<file path="src/rtl/uart_rx.sv">
// uart_rx: 8N1 serial receiver with false-start rejection and framing-error reporting.
// Define UART_RX_MAJORITY_EN to evaluate each bit as a 2-of-3 vote over the last three rx_s samples.
module uart_rx #(
  parameter int CLK_PER_BIT = 16
) (
  input  logic       clk,
  input  logic       rst_n,
  input  logic       rx,
  output logic [7:0] data_out,
  output logic       valid,
  output logic       frame_err,
  output logic       busy
);

  localparam int CW = $clog2(CLK_PER_BIT);
  localparam logic [CW-1:0] HALF_LAST = CW'(CLK_PER_BIT / 2 - 1);
  localparam logic [CW-1:0] FULL_LAST = CW'(CLK_PER_BIT - 1);

  typedef enum logic [2:0] {
    IDLE,
    START,
    DATA,
    STOP,
    BREAK
  } state_t;

  state_t        state, state_next;
  logic [CW-1:0] cnt, cnt_next;
  logic [2:0]    index, index_next;
  logic [7:0]    shifter, shifter_next;
  logic [7:0]    data_next;
  logic          valid_next, frame_err_next;
  logic          rx_meta, rx_s;
  logic          bit_val;

  // Both synchronizer flops preset high so reset never looks like a start bit.
  always_ff @(posedge clk or negedge rst_n) begin
    if (!rst_n) begin
      rx_meta <= 1'b1;
      rx_s    <= 1'b1;
    end else begin
      rx_meta <= rx;
      rx_s    <= rx_meta;
    end
  end

`ifdef UART_RX_MAJORITY_EN
  logic [1:0] hist;

  always_ff @(posedge clk or negedge rst_n) begin
    if (!rst_n) begin
      hist <= 2'b11;
    end else begin
      hist <= {hist[0], rx_s};
    end
  end

  assign bit_val = (rx_s & hist[0]) | (rx_s & hist[1]) | (hist[0] & hist[1]);
`else
  assign bit_val = rx_s;
`endif

  always_ff @(posedge clk or negedge rst_n) begin
    if (!rst_n) begin
      state     <= IDLE;
      cnt       <= '0;
      index     <= '0;
      shifter   <= '0;
      data_out  <= '0;
      valid     <= 1'b0;
      frame_err <= 1'b0;
    end else begin
      state     <= state_next;
      cnt       <= cnt_next;
      index     <= index_next;
      shifter   <= shifter_next;
      data_out  <= data_next;
      valid     <= valid_next;
      frame_err <= frame_err_next;
    end
  end

  // The start bit is judged at its midpoint; every later bit one full period after the previous one.
  always_comb begin
    state_next     = state;
    cnt_next       = cnt;
    index_next     = index;
    shifter_next   = shifter;
    data_next      = data_out;
    valid_next     = 1'b0;
    frame_err_next = 1'b0;
    unique case (state)
      IDLE: begin
        if (!rx_s) begin
          state_next = START;
          cnt_next   = '0;
        end
      end
      START: begin
        cnt_next = cnt + 1'b1;
        if (cnt == HALF_LAST) begin
          cnt_next   = '0;
          index_next = '0;
          state_next = bit_val ? IDLE : DATA;
        end
      end
      DATA: begin
        cnt_next = cnt + 1'b1;
        if (cnt == FULL_LAST) begin
          cnt_next              = '0;
          shifter_next[index]   = bit_val;
          if (index == 3'd7) begin
            state_next = STOP;
          end else begin
            index_next = index + 1'b1;
          end
        end
      end
      STOP: begin
        cnt_next = cnt + 1'b1;
        if (cnt == FULL_LAST) begin
          cnt_next = '0;
          if (bit_val) begin
            data_next  = shifter;
            valid_next = 1'b1;
            state_next = IDLE;
          end else begin
            frame_err_next = 1'b1;
            state_next     = BREAK;
          end
        end
      end
      BREAK: begin
        if (rx_s) begin
          state_next = IDLE;
        end
      end
      default: begin
        state_next = IDLE;
      end
    endcase
  end

  assign busy = (state != IDLE);

endmodule

</file>
<file path="config.mk">
export PLATFORM = sky130hd
export DESIGN_NAME = uart_rx
export DESIGN_NICKNAME = d
export VERILOG_FILES = /design/src/rtl/uart_rx.sv
export SDC_FILE = /design/constraint.sdc
export NUM_CORES = 1
export LEC_CHECK = 0
export BUFFER_PORTS_ARGS = -buffer_cell sky130_fd_sc_hd__buf_4
export CORE_UTILIZATION = 35
export DETAILED_ROUTE_END_ITERATION = 10
export PLACE_DENSITY = 0.57
export SLEW_MARGIN = 0
export SYNTH_ARGS = -nofsm -noshare
export SYNTH_HDL_FRONTEND = slang
export SYNTH_SLANG_ARGS = --single-unit
</file>
<file path="constraint.sdc">
create_clock -name clk -period 4.8 [get_ports clk]
set_clock_uncertainty 0.05 [all_clocks]
set_input_delay 0.96 -clock clk [delete_from_list [all_inputs] [get_ports clk]]
set_output_delay 0.96 -clock clk [all_outputs]
set_load 0.1 [all_outputs]
</file>
### Word-level counts from Yosys, hierarchy flattened

Index checks and enable logic that the tools add are counted.

| word-level totals | value |
|---|---|
| register bits after elaboration | 30 |
| input port bits | 3 |
| output and inout bits | 11 |
| word-level logic and storage cells | 64 |

| cells by class | value |
|---|---|
| add/sub/neg operators | 2 |
| magnitude comparators | 2 |
| equal/unequal tests | 14 |
| mux-type cells | 26 |
| reductions and logical operators | 11 |

Operator list:

| cell | count |
|---|---|
| 2-to-1 mux 3 bit | 10 |
| one-hot mux 3 bit (5 select lines) | 1 |
| != test 2 bit, second input constant | 7 |
| 2-to-1 mux 4 bit | 3 |
| one-hot mux 4 bit (3 select lines) | 1 |
| bitwise mux 8 bit | 1 |
| 2-to-1 mux 1 bit | 7 |
| equality test 3 x 2 -> 1 bit, second input constant | 2 |
| equality test 3 bit, second input constant | 2 |
| one-hot mux 3 bit (2 select lines) | 1 |
| AND reduction 6 bit | 1 |
| nonzero test 3 bit | 2 |
| adder 4 x 1 -> 4 bit, second input constant | 1 |
| equality test 4 x 3 -> 1 bit, second input constant | 1 |
| equality test 4 bit, second input constant | 1 |
| less-than comparator 3 x 4 -> 1 bit, second input constant | 1 |
| AND reduction 2 bit | 2 |
| AND reduction 4 bit | 1 |
| adder 3 x 1 -> 3 bit, second input constant | 1 |
| demux 1 bit (select 3 bit) | 1 |
| equality test 3 x 1 -> 1 bit, second input constant | 1 |
| greater-or-equal comparator 3 x 1 -> 1 bit, second input constant | 1 |
| zero test 3 bit | 1 |
| AND reduction 3 bit | 1 |
| 4 further kinds | 4 |

### Longest topological paths before layout

Gate-level depths: netlist of the first run.

| depth | value |
|---|---|
| word-level depth | 5 |
| gate-level depth with buffers | 6 |
| depth with buffers taken out | 5 |

### Worst setup path after synthesis of the first run

No wires, ideal clock.

| timing | value |
|---|---|
| path type | reg2out |
| start point | reg state[2] |
| end point | out busy |
| arrival | 1,466 ps |
| data required time | 3,790 ps |
| slack | 2,324 ps |
| stages on the path, launching flop included | 3 |
| path buffers | 1 |
| path through | dfrtp_1 -> clkbuf_1 -> or3_1 |

| between the ends | value |
|---|---|
| cells in the longest elaborated chain, start to end | 1 |

RTL lines:

| what | RTL line | RTL |
|---|---|---|
| start, declared | 27 | `state_t state, state_next;` |
| start signal, assigned | 73 | `state <= state_next;` |
| nonzero test 3 bit | 144 | `assign busy = (state != IDLE);` |
| end, declared | 12 | `output logic busy` |

No other way between the ends.

### Final worst setup path of the first run

Ends and elaborated chain as after synthesis.

==> results of run 1 <==
-- cell type report --
type,count,area [µm²],share of cell area (%)
Clock buffer,7,86.3,5.32
Tap cell,48,60.1,3.70
Multi-Input combinational cell,72,609,37.5
Timing Repair Buffer,13,97.6,6.01
Inverter,3,11.3,0.694
Clock inverter,1,5.00,0.308
Sequential cell,30,753,46.4
-- where the power goes --
part / internal [mW] / leakage, nW / switching, mW / total [mW]
Sequential: 0.287 / 0.399 / 0.0608 / 0.348
Combinational: 0.0849 / 0.314 / 0.113 / 0.198
Clock: 0.115 / 0.0482 / 0.0887 / 0.204
-- layer usage --
layer  vias up  share of wire, %  global-route usage (%)  wire length, µm
met5         -                 0                       0                0
met3         6               4.0                    5.21              103
met1       459                44                    17.6             1120
met4         0               2.6                    9.51               66
li1        434                 -                       -                -
met2        15                50                    23.1             1290
-- per-stage QoR --
| step | setup slack, ps | power, mW | hold WS [ps] | utilization, % |
|---|---|---|---|---|
| 2_1_floorplan | 2320 | 0.508 | 295 | - |
| 3_3_place_gp | 2600 | 0.543 | 301 | 40.9 |
| 3_5_place_dp | 2580 | 0.549 | 298 | 40.9 |
| 4_1_cts | 2270 | 0.757 | 315 | 43.3 |
| 5_1_grt | 2210 | 0.800 | 317 | 43.3 |
| 6_report | 2270 | 0.750 | 312 | 43.3 |
-- worst min-delay path by stage --
stage / startpoint / to / slack (ps) / cells past startpoint
2_1_floorplan: rx_meta / bit_val / 300 / 0
3_3_place_gp: rx_meta / bit_val / 300 / 0
3_5_place_dp: rx_meta / bit_val / 300 / 0
4_1_cts: rx_meta / bit_val / 310 / 0
5_1_grt: rx_meta / bit_val / 320 / 0
6_report: rx_meta / bit_val / 310 / 0
-- layout by cell type, fill, tap and decap left out, drive strengths merged, types with 2 or more instances in the layout --
cell and count:
clkbuf 7, nor2 6, mux2 17, dfstp 2, mux2i 4, nand4 3, nand3 4, buf 13
nor3 2, dfrtp 28, and3 3, ha 3, or3 2, nand4b 2, inv 3, nand2 5
o2bb2ai 3
-- worst max-delay path, stage by stage, from the launching register on --
cell and delay (ps):
dfrtp_1 560, or3_1 430, buf_4 240
-- flip-flops by register name, indices dropped and copies added, names as in the netlist --
signal	flops
cnt	4
shifter	8
state	3
bit_val	1
data_out	8
valid	1
rx_meta	1
frame_err	1
index	3
-- cell families (layout without fill, tap and decap cells) --
kind of cell	Yosys count	after routing	share of synthesized area (%)
AND/OR/NAND/NOR	35	35	15.6
buffers and inverters	10	24	2.94
AO/OA/AOI/OAI	12	12	7.76
XOR/XNOR	1	1	0.624
multiplexers	21	21	16.8
flip-flops	30	30	53.7
adder cells (fa/ha/maj)	3	3	2.67
==> out/metrics.yaml, run 1 <==
synth_top_area_cell: "dfrtp_1"
worstReg2RegStart: "index[0]"
crit_path_end: "busy"
cts_buffers: 5
status: "finished, final reports clean"
cts.sinks: 30
cp_max_fo: 16
rsz0062_at_grt: "no"
wire_per_inst_um: 14.8
finalSetupViolCount: 0
netlist_area_um2: 1400
syn_nets: 118
place_inst: 166
wirelength_um: 2580
coreArea_um2: 3740
cts_setup_buffers: 0
ir_drop_mv: 0.241
synth_top_cell_area_share_pct: 49.9
period_share_pct: 52.6
post_cts_resize_count: 0
cts_tree: "built"
power.density_nw_per_um2: 462
syn_inst: 112
grt_pass1_vias: 943
antenna_found_initial: 0
hold_buffers: 0
grt_pass1_wl_um: 4540
drv_slew: 0
drcViolationCount: 0
setup-tns-final_ps: 0
dieWidth_um: 65.3
synth.most_common_cell: "dfrtp_1"
fin_area_um2: 1620
clkLatencyLatePin_ps: 280
antennaDiodeCount: 0
avgViaCountPerCell: 5.25
p_leak_nw: 0.762
max_freq_ghz: 0.396
cp-startpoint: "state[2]"
timing.slew.headroom_pct: 66.1
ff2ff_path_depth: 5
stdcell_count: 174
nFillCells: 367
grt_usage_pct: 14.9
h-tree-depth: 2
hold_violations: 0
worstMarginPinSlew_ps: 508
async_flop_share_pct: 100
start_util_pct: 37.5
overflow: 0
ys_warn_count: 0
clk_pin_slew_ps: 60
placed_area_um2: 1530
drt_first_iter_violations: 14
clk_path_buf_depth: 2
yosys_most_used_dff: "dfrtp_1"
ant_nets: 0
io_pins: 14
ys_ff_latch: 30
dieHeight_um: 65.3
path_class: "flop to primary output"
cp.arrival_ps: 1520
dr_total_vias: 914
synth_edf_count: 0
grt_max_degree: 31
startpoint_type: "flop"
rr_endpoint: "index[0]"
yosys-top-cells-count: "dfrtp_1, mux2_2, nor2_1, nand2_1"
cp.required_ps: 3790
end_kind: "primary output"
regToRegSetupSlack_ps: 2570
fp-row-count: 22
die-area_um2: 4270
ys_top_cells_by_area: "dfrtp_1, mux2_2, dfstp_2"
min_period_ps: 2530
hpwl_um: 1780
portBuffers: 13
drive_gt1_share_pct: 33.3
clockRootBuffer: "clkbuf_8"
ys_seq_area_share_pct: 53.7
hold_path.class: "flop to flop"
drv_cap: 0
syn_to_final_growth_pct: 15.6
synth_cell_type_count: 36
gp_congestion: 0.830
avgSynthCellArea_um2: 12.5
drtPass1Iterations: 4
layout.nets: 131
Note: power is estimated with default switching activity, not from simulation.
==> inputs of run 2 (changes only) <==
--- a/config.mk
+++ b/config.mk
@@ -5,6 +5,7 @@
 export SDC_FILE = /design/constraint.sdc
 export NUM_CORES = 1
 export LEC_CHECK = 0
+export ABC_AREA = 1
 export BUFFER_PORTS_ARGS = -buffer_cell sky130_fd_sc_hd__buf_4
 export CORE_UTILIZATION = 35
 export DETAILED_ROUTE_END_ITERATION = 10
==> constraint.sdc (replaced) <==
create_clock -name clk -period 2.6 [get_ports clk]
set_clock_uncertainty 0.05 [all_clocks]
set_input_delay 0.52 -clock clk [delete_from_list [all_inputs] [get_ports clk]]
set_output_delay 0.52 -clock clk [all_outputs]
set_load 0.1 [all_outputs]
==> run 2 against run 1 <==
Synthesized area grew 2.7%. Die area is 2.6% higher. Setup slack lost 1700 ps. Clock power increased to 2.9 times the previous value. Critical endpoint unchanged. Largest cell class unchanged. Largest power group unchanged.
==> out/metrics.yaml, run 2 <==
status: "finished, final reports clean"
cts_setup_buffers: 0
rsz0062_at_grt: "no"
io_pins: 14
cp.required_ps: 2030
avgSynthCellArea_um2: 8.79
max_freq_ghz: 0.500
grt_usage_pct: 14.3
drt_first_iter_violations: 61
ys_top_cells_by_area: "dfrtp_1, nand2_1, nand3_1"
portBuffers: 13
power.density_nw_per_um2: 980
grt_pass1_wl_um: 4570
drtPass1Iterations: 4
path_class: "flop to primary output"
drv_cap: 0
min_period_ps: 2000
hpwl_um: 1850
hold_buffers: 0
ys_warn_count: 0
ir_drop_mv: 0.496
mostFrequentLayoutCells: "nand2_1, dfrtp_1, nand3_1, buf_4, inv_1"
ys_ff_latch: 30
overflow: 0
fp-row-count: 22
worstMarginPinSlew_ps: 378
top_regs: "data_out x8, shifter x8, cnt x4"
timing.slew.headroom_pct: 74.8
drive_gt1_share_pct: 20.8
cts_tree: "built"
h-tree-depth: 2
die-area_um2: 4380
fin_area_um2: 1720
antenna_found_initial: 0
power.internal_mw: 1.08
comb_power_share_pct: 29.5
power_switching_share_pct: 35.9
drv_slew: 0
syn_to_final_growth_pct: 19.5
wirelength_um: 2570
placed_area_um2: 1580
nFillCells: 371
synth_cell_type_count: 25
start_util_pct: 37.9
worstReg2RegStart: "index[0]"
p_leak_nw: 0.880
antennaDiodeCount: 0
ant_nets: 0
layout.nets: 188
yosys_most_used_dff: "dfrtp_1"
coreArea_um2: 3800
clockPowerShare_pct: 35.0
end_kind: "primary output"
cp.arrival_ps: 1430
layout_commonest_cell: "nand2_1"
cp_max_fo: 8
syn_inst: 164
cts_buffers: 5
regToRegSetupSlack_ps: 1070
synth.most_common_cell: "nand2_1"
avgViaCountPerCell: 4.73
grt_pass1_vias: 1017
async_flop_share_pct: 100
slowest_delay_ps: 560
cts.sinks: 30
rr_endpoint: "index[2]"
ff2ff_path_depth: 8
p_sw_mw: 0.606
yosys-top-cells-count: "nand2_1, dfrtp_1, nand3_1, inv_1, nor2_1"
period_share_pct: 77.0
synth_edf_count: 0
p_seq_share_pct: 35.5
grt_max_degree: 31
setup-tns-final_ps: 0
finalSetupViolCount: 0
clk_path_buf_depth: 2
gp_congestion: 0.758
clkLatencyLatePin_ps: 280
clockRootBuffer: "clkbuf_8"
syn_nets: 170
post_cts_resize_count: 0
clk_pin_slew_ps: 70
dr_total_vias: 1093
ys_seq_area_share_pct: 52.3
hold_path.class: "input port to async pin"
path_cells: "clkinv_1 -> nand2_1 -> buf_4"
netlist_area_um2: 1440
drcViolationCount: 0
dieWidth_um: 66.2
startpoint_type: "flop"
wire_per_inst_um: 11.1
dieHeight_um: 66.2
synth_top_area_cell: "dfrtp_1"
hold_violations: 0
synth_top_cell_area_share_pct: 48.6
critPathSlowestCell: "dfrtp_1"
run 2: changes by cell type after synthesis, sizes merged, moves of 4 or more:
cell,before,now
clkbuf,4,0
inv,3,12
mux2,17,0
mux2i,4,0
nand2,5,58
nand3,4,21
nor2,6,16
o21ai,1,13
run 2: power by group through the flow:
stage                     sequential (mW)  clock, mW  combinational (mW)
after floorplan                     0.586          0               0.427
after global placement              0.605          0               0.493
after detailed placement            0.608          0               0.502
after CTS                           0.599      0.598               0.504
after global routing                0.610      0.623               0.560
final                               0.600      0.591               0.498
run 2: logic make-up (layout without fill, tap and decap cells):
family                   count (synthesis)  in the layout  synth area share (%)
flip-flops                              30             30                  52.3
adder cells (fa/ha/maj)                  3              3                  2.60
buffers and inverters                   16             35                  5.29
AND/OR/NAND/NOR                         97             97                  33.3
AO/OA/AOI/OAI                           17             17                  5.90
XOR/XNOR                                 1              1                 0.608
run 2: critical path, delay by kind of cell (launching register included):
kind | cells | cell delay [ps]
buffers and inverters | 2 | 480
and+or+nand+nor | 1 | 100
DFF | 1 | 560
run 2: worst max-delay path by stage:
stage	startpoint	to	slack, ps	cells past startpoint
detailed placement	state[2]	busy	920	3
CTS	state[2]	busy	610	3
floorplan	state[2]	busy	820	3
finish	state[2]	busy	600	3
global route	state[2]	busy	500	3
global placement	state[2]	busy	970	3
run 2: final cells by class:
type                            instances  area, µm²  share of cell area (%)
Clock buffer                            6       82.6                    4.79
Multi-Input combinational cell        118        612                    35.5
Inverter                               14       57.6                    3.34
Tap cell                               48       60.1                    3.49
Timing Repair Buffer                   13       97.6                    5.66
Clock inverter                          2       60.1                    3.49
Sequential cell                        30        753                    43.7
run 2: per-layer routing:
layer	vias to the layer above	global-route usage [%]	share of wire [%]
li1	563	-	-
met2	18	21.8	46
met3	7	5.17	4.2
met1	505	17.9	48
met4	0	6.38	1.9
met5	-	0	0
run 2: stage by stage:
step           setup WS [ps]  std cells  power (mW)  util, %  hold slack, ps
2_1_floorplan            817        164        1.01        -             174
3_3_place_gp             971        223        1.10     41.6             298
3_5_place_dp             925        223        1.11     41.6             299
4_1_cts                  610        231        1.70     45.4             119
5_1_grt                  503        231        1.79     45.4             135
6_report                 598        231        1.69     45.4             107
==> inputs of run 3 (changes only) <==
==> constraint.sdc (replaced) <==
create_clock -name clk -period 1.9 [get_ports clk]
set_clock_uncertainty 0.05 [all_clocks]
set_input_delay 0.38 -clock clk [delete_from_list [all_inputs] [get_ports clk]]
set_output_delay 0.38 -clock clk [all_outputs]
set_load 0.1 [all_outputs]
==> run 3 against run 2 <==
Register-to-register slack lost 750 ps. Design area shrank 1.1%. Critical path type unchanged. Count of clock-buffer cells in the layout is the same. Routed wire length grew 1.3%. Global-route usage shrank 0.068 points.
==> out/metrics.yaml, run 3 (synthesis gave the netlist of run 2 again) <==
worstMarginPinSlew_ps: 372
timing.hold.ws_ps: 158
cp.arrival_ps: 1320
max_freq_ghz: 0.570
wire_per_inst_um: 11.3
layout.nets: 189
cp-startpoint: "state[1]"
cts.sinks: 30
wirelength_um: 2600
ant_nets: 0
layout_commonest_cell: "nand2_1"
hpwl_um: 1870
status: "finished, final reports clean"
coreArea_um2: 3800
clk_path_buf_depth: 2
gp_congestion: 0.830
start_util_pct: 37.9
portBuffers: 13
p_total_mw: 2.17
drive_gt1_share_pct: 20.8
cp.required_ps: 1470
ir_drop_mv: 0.433
fp-row-count: 22
dieWidth_um: 66.2
finalSetupViolCount: 0
min-delay-start: "rx"
p_leak_nw: 0.869
clockRootBuffer: "clkbuf_8"
hold_path.class: "input port to flop"
drcViolationCount: 0
startpoint_type: "flop"
drv_slew: 0
dr_total_vias: 1096
die-area_um2: 4380
cts_tree: "built"
grt_pass1_vias: 1021
cp_max_fo: 6
drt_first_iter_violations: 35
final_core_utilization_pct: 44.9
clkLatencyLatePin_ps: 280
drtPass1Iterations: 4
dieHeight_um: 66.2
path_class: "flop to primary output"
worstReg2RegStart: "index[0]"
power.density_nw_per_um2: 1270
clk_pin_slew_ps: 60
setup-tns-final_ps: 0
rsz0062_at_grt: "no"
antenna_found_initial: 0
avgViaCountPerCell: 4.74
grt_usage_pct: 14.2
path_cells: "nor2_1 -> nand2_1 -> buf_4"
critPathTopFamily: "flip-flops"
end_kind: "primary output"
hold_violations: 0
period_share_pct: 92.3
overflow: 0
antennaDiodeCount: 0
cts_buffers: 5
mostFrequentLayoutCells: "nand2_1, dfrtp_1, nand3_1, buf_4, inv_1"
grt_max_degree: 31
cts_setup_buffers: 0
crit_buf_inv: 1
drv_cap: 0
critPathSlowestCell: "dfrtp_1"
slowest_delay_ps: 470
timing.slew.headroom_pct: 75.2
min_period_ps: 1750
syn_to_final_growth_pct: 18.2
h-tree-depth: 2
io_pins: 14
grt_pass1_wl_um: 4530
top_regs: "data_out x8, shifter x8, cnt x4"
[run 3: cell count changes in the layout (fill, tap and decap cells not counted), sizes merged]
cell	delta
dlygate4sd3	+1
bufinv	-1
[run 3: worst paths after layout]
path	to	slack (ps)	cells after the start
hold / removal	rx_meta	160	1
setup / recovery	busy	150	3
max in group asynchronous	bit_val	980	2
setup reg to reg	index[0]	320	8
min in group asynchronous	frame_err	510	2
hold reg to reg	bit_val	300	0
[run 3: area by class of cell]
| class | instances | area [µm²] |
|---|---|---|
| Tap cell | 48 | 60.1 |
| Timing Repair Buffer | 14 | 108 |
| Clock inverter | 1 | 30.0 |
| Sequential cell | 30 | 754 |
| Inverter | 14 | 57.6 |
| Fill cell | 386 | 2090 |
| Multi-Input combinational cell | 118 | 612 |
| Clock buffer | 6 | 82.6 |
[run 3: where the power goes]
group | internal (mW) | switching [mW]
clock network | 0.419 | 0.226
logic | 0.213 | 0.480
registers | 0.714 | 0.114
total | 1.35 | 0.819
[run 3: metal layers]
layer  track usage (%)  wire length [µm]
met1              16.5              1230
met2              22.7              1190
met3              5.34               103
met4              7.18                74
met5                 0                 0
[run 3: stage by stage]
stage,setup slack [ps],area [µm²],instances
floorplan,257,1440,164
global placement,389,1580,223
detailed placement,354,1580,223
CTS,57.6,1700,231
global route,70.7,1700,231
finish,147,1700,231
[run 3: timing repair]
action                                 4_1_cts  5_1_grt
hold buffers                                 1        0
resized for setup                            0        1
endpoints found under the hold margin       28        0
setup endpoints to repair                    0        1
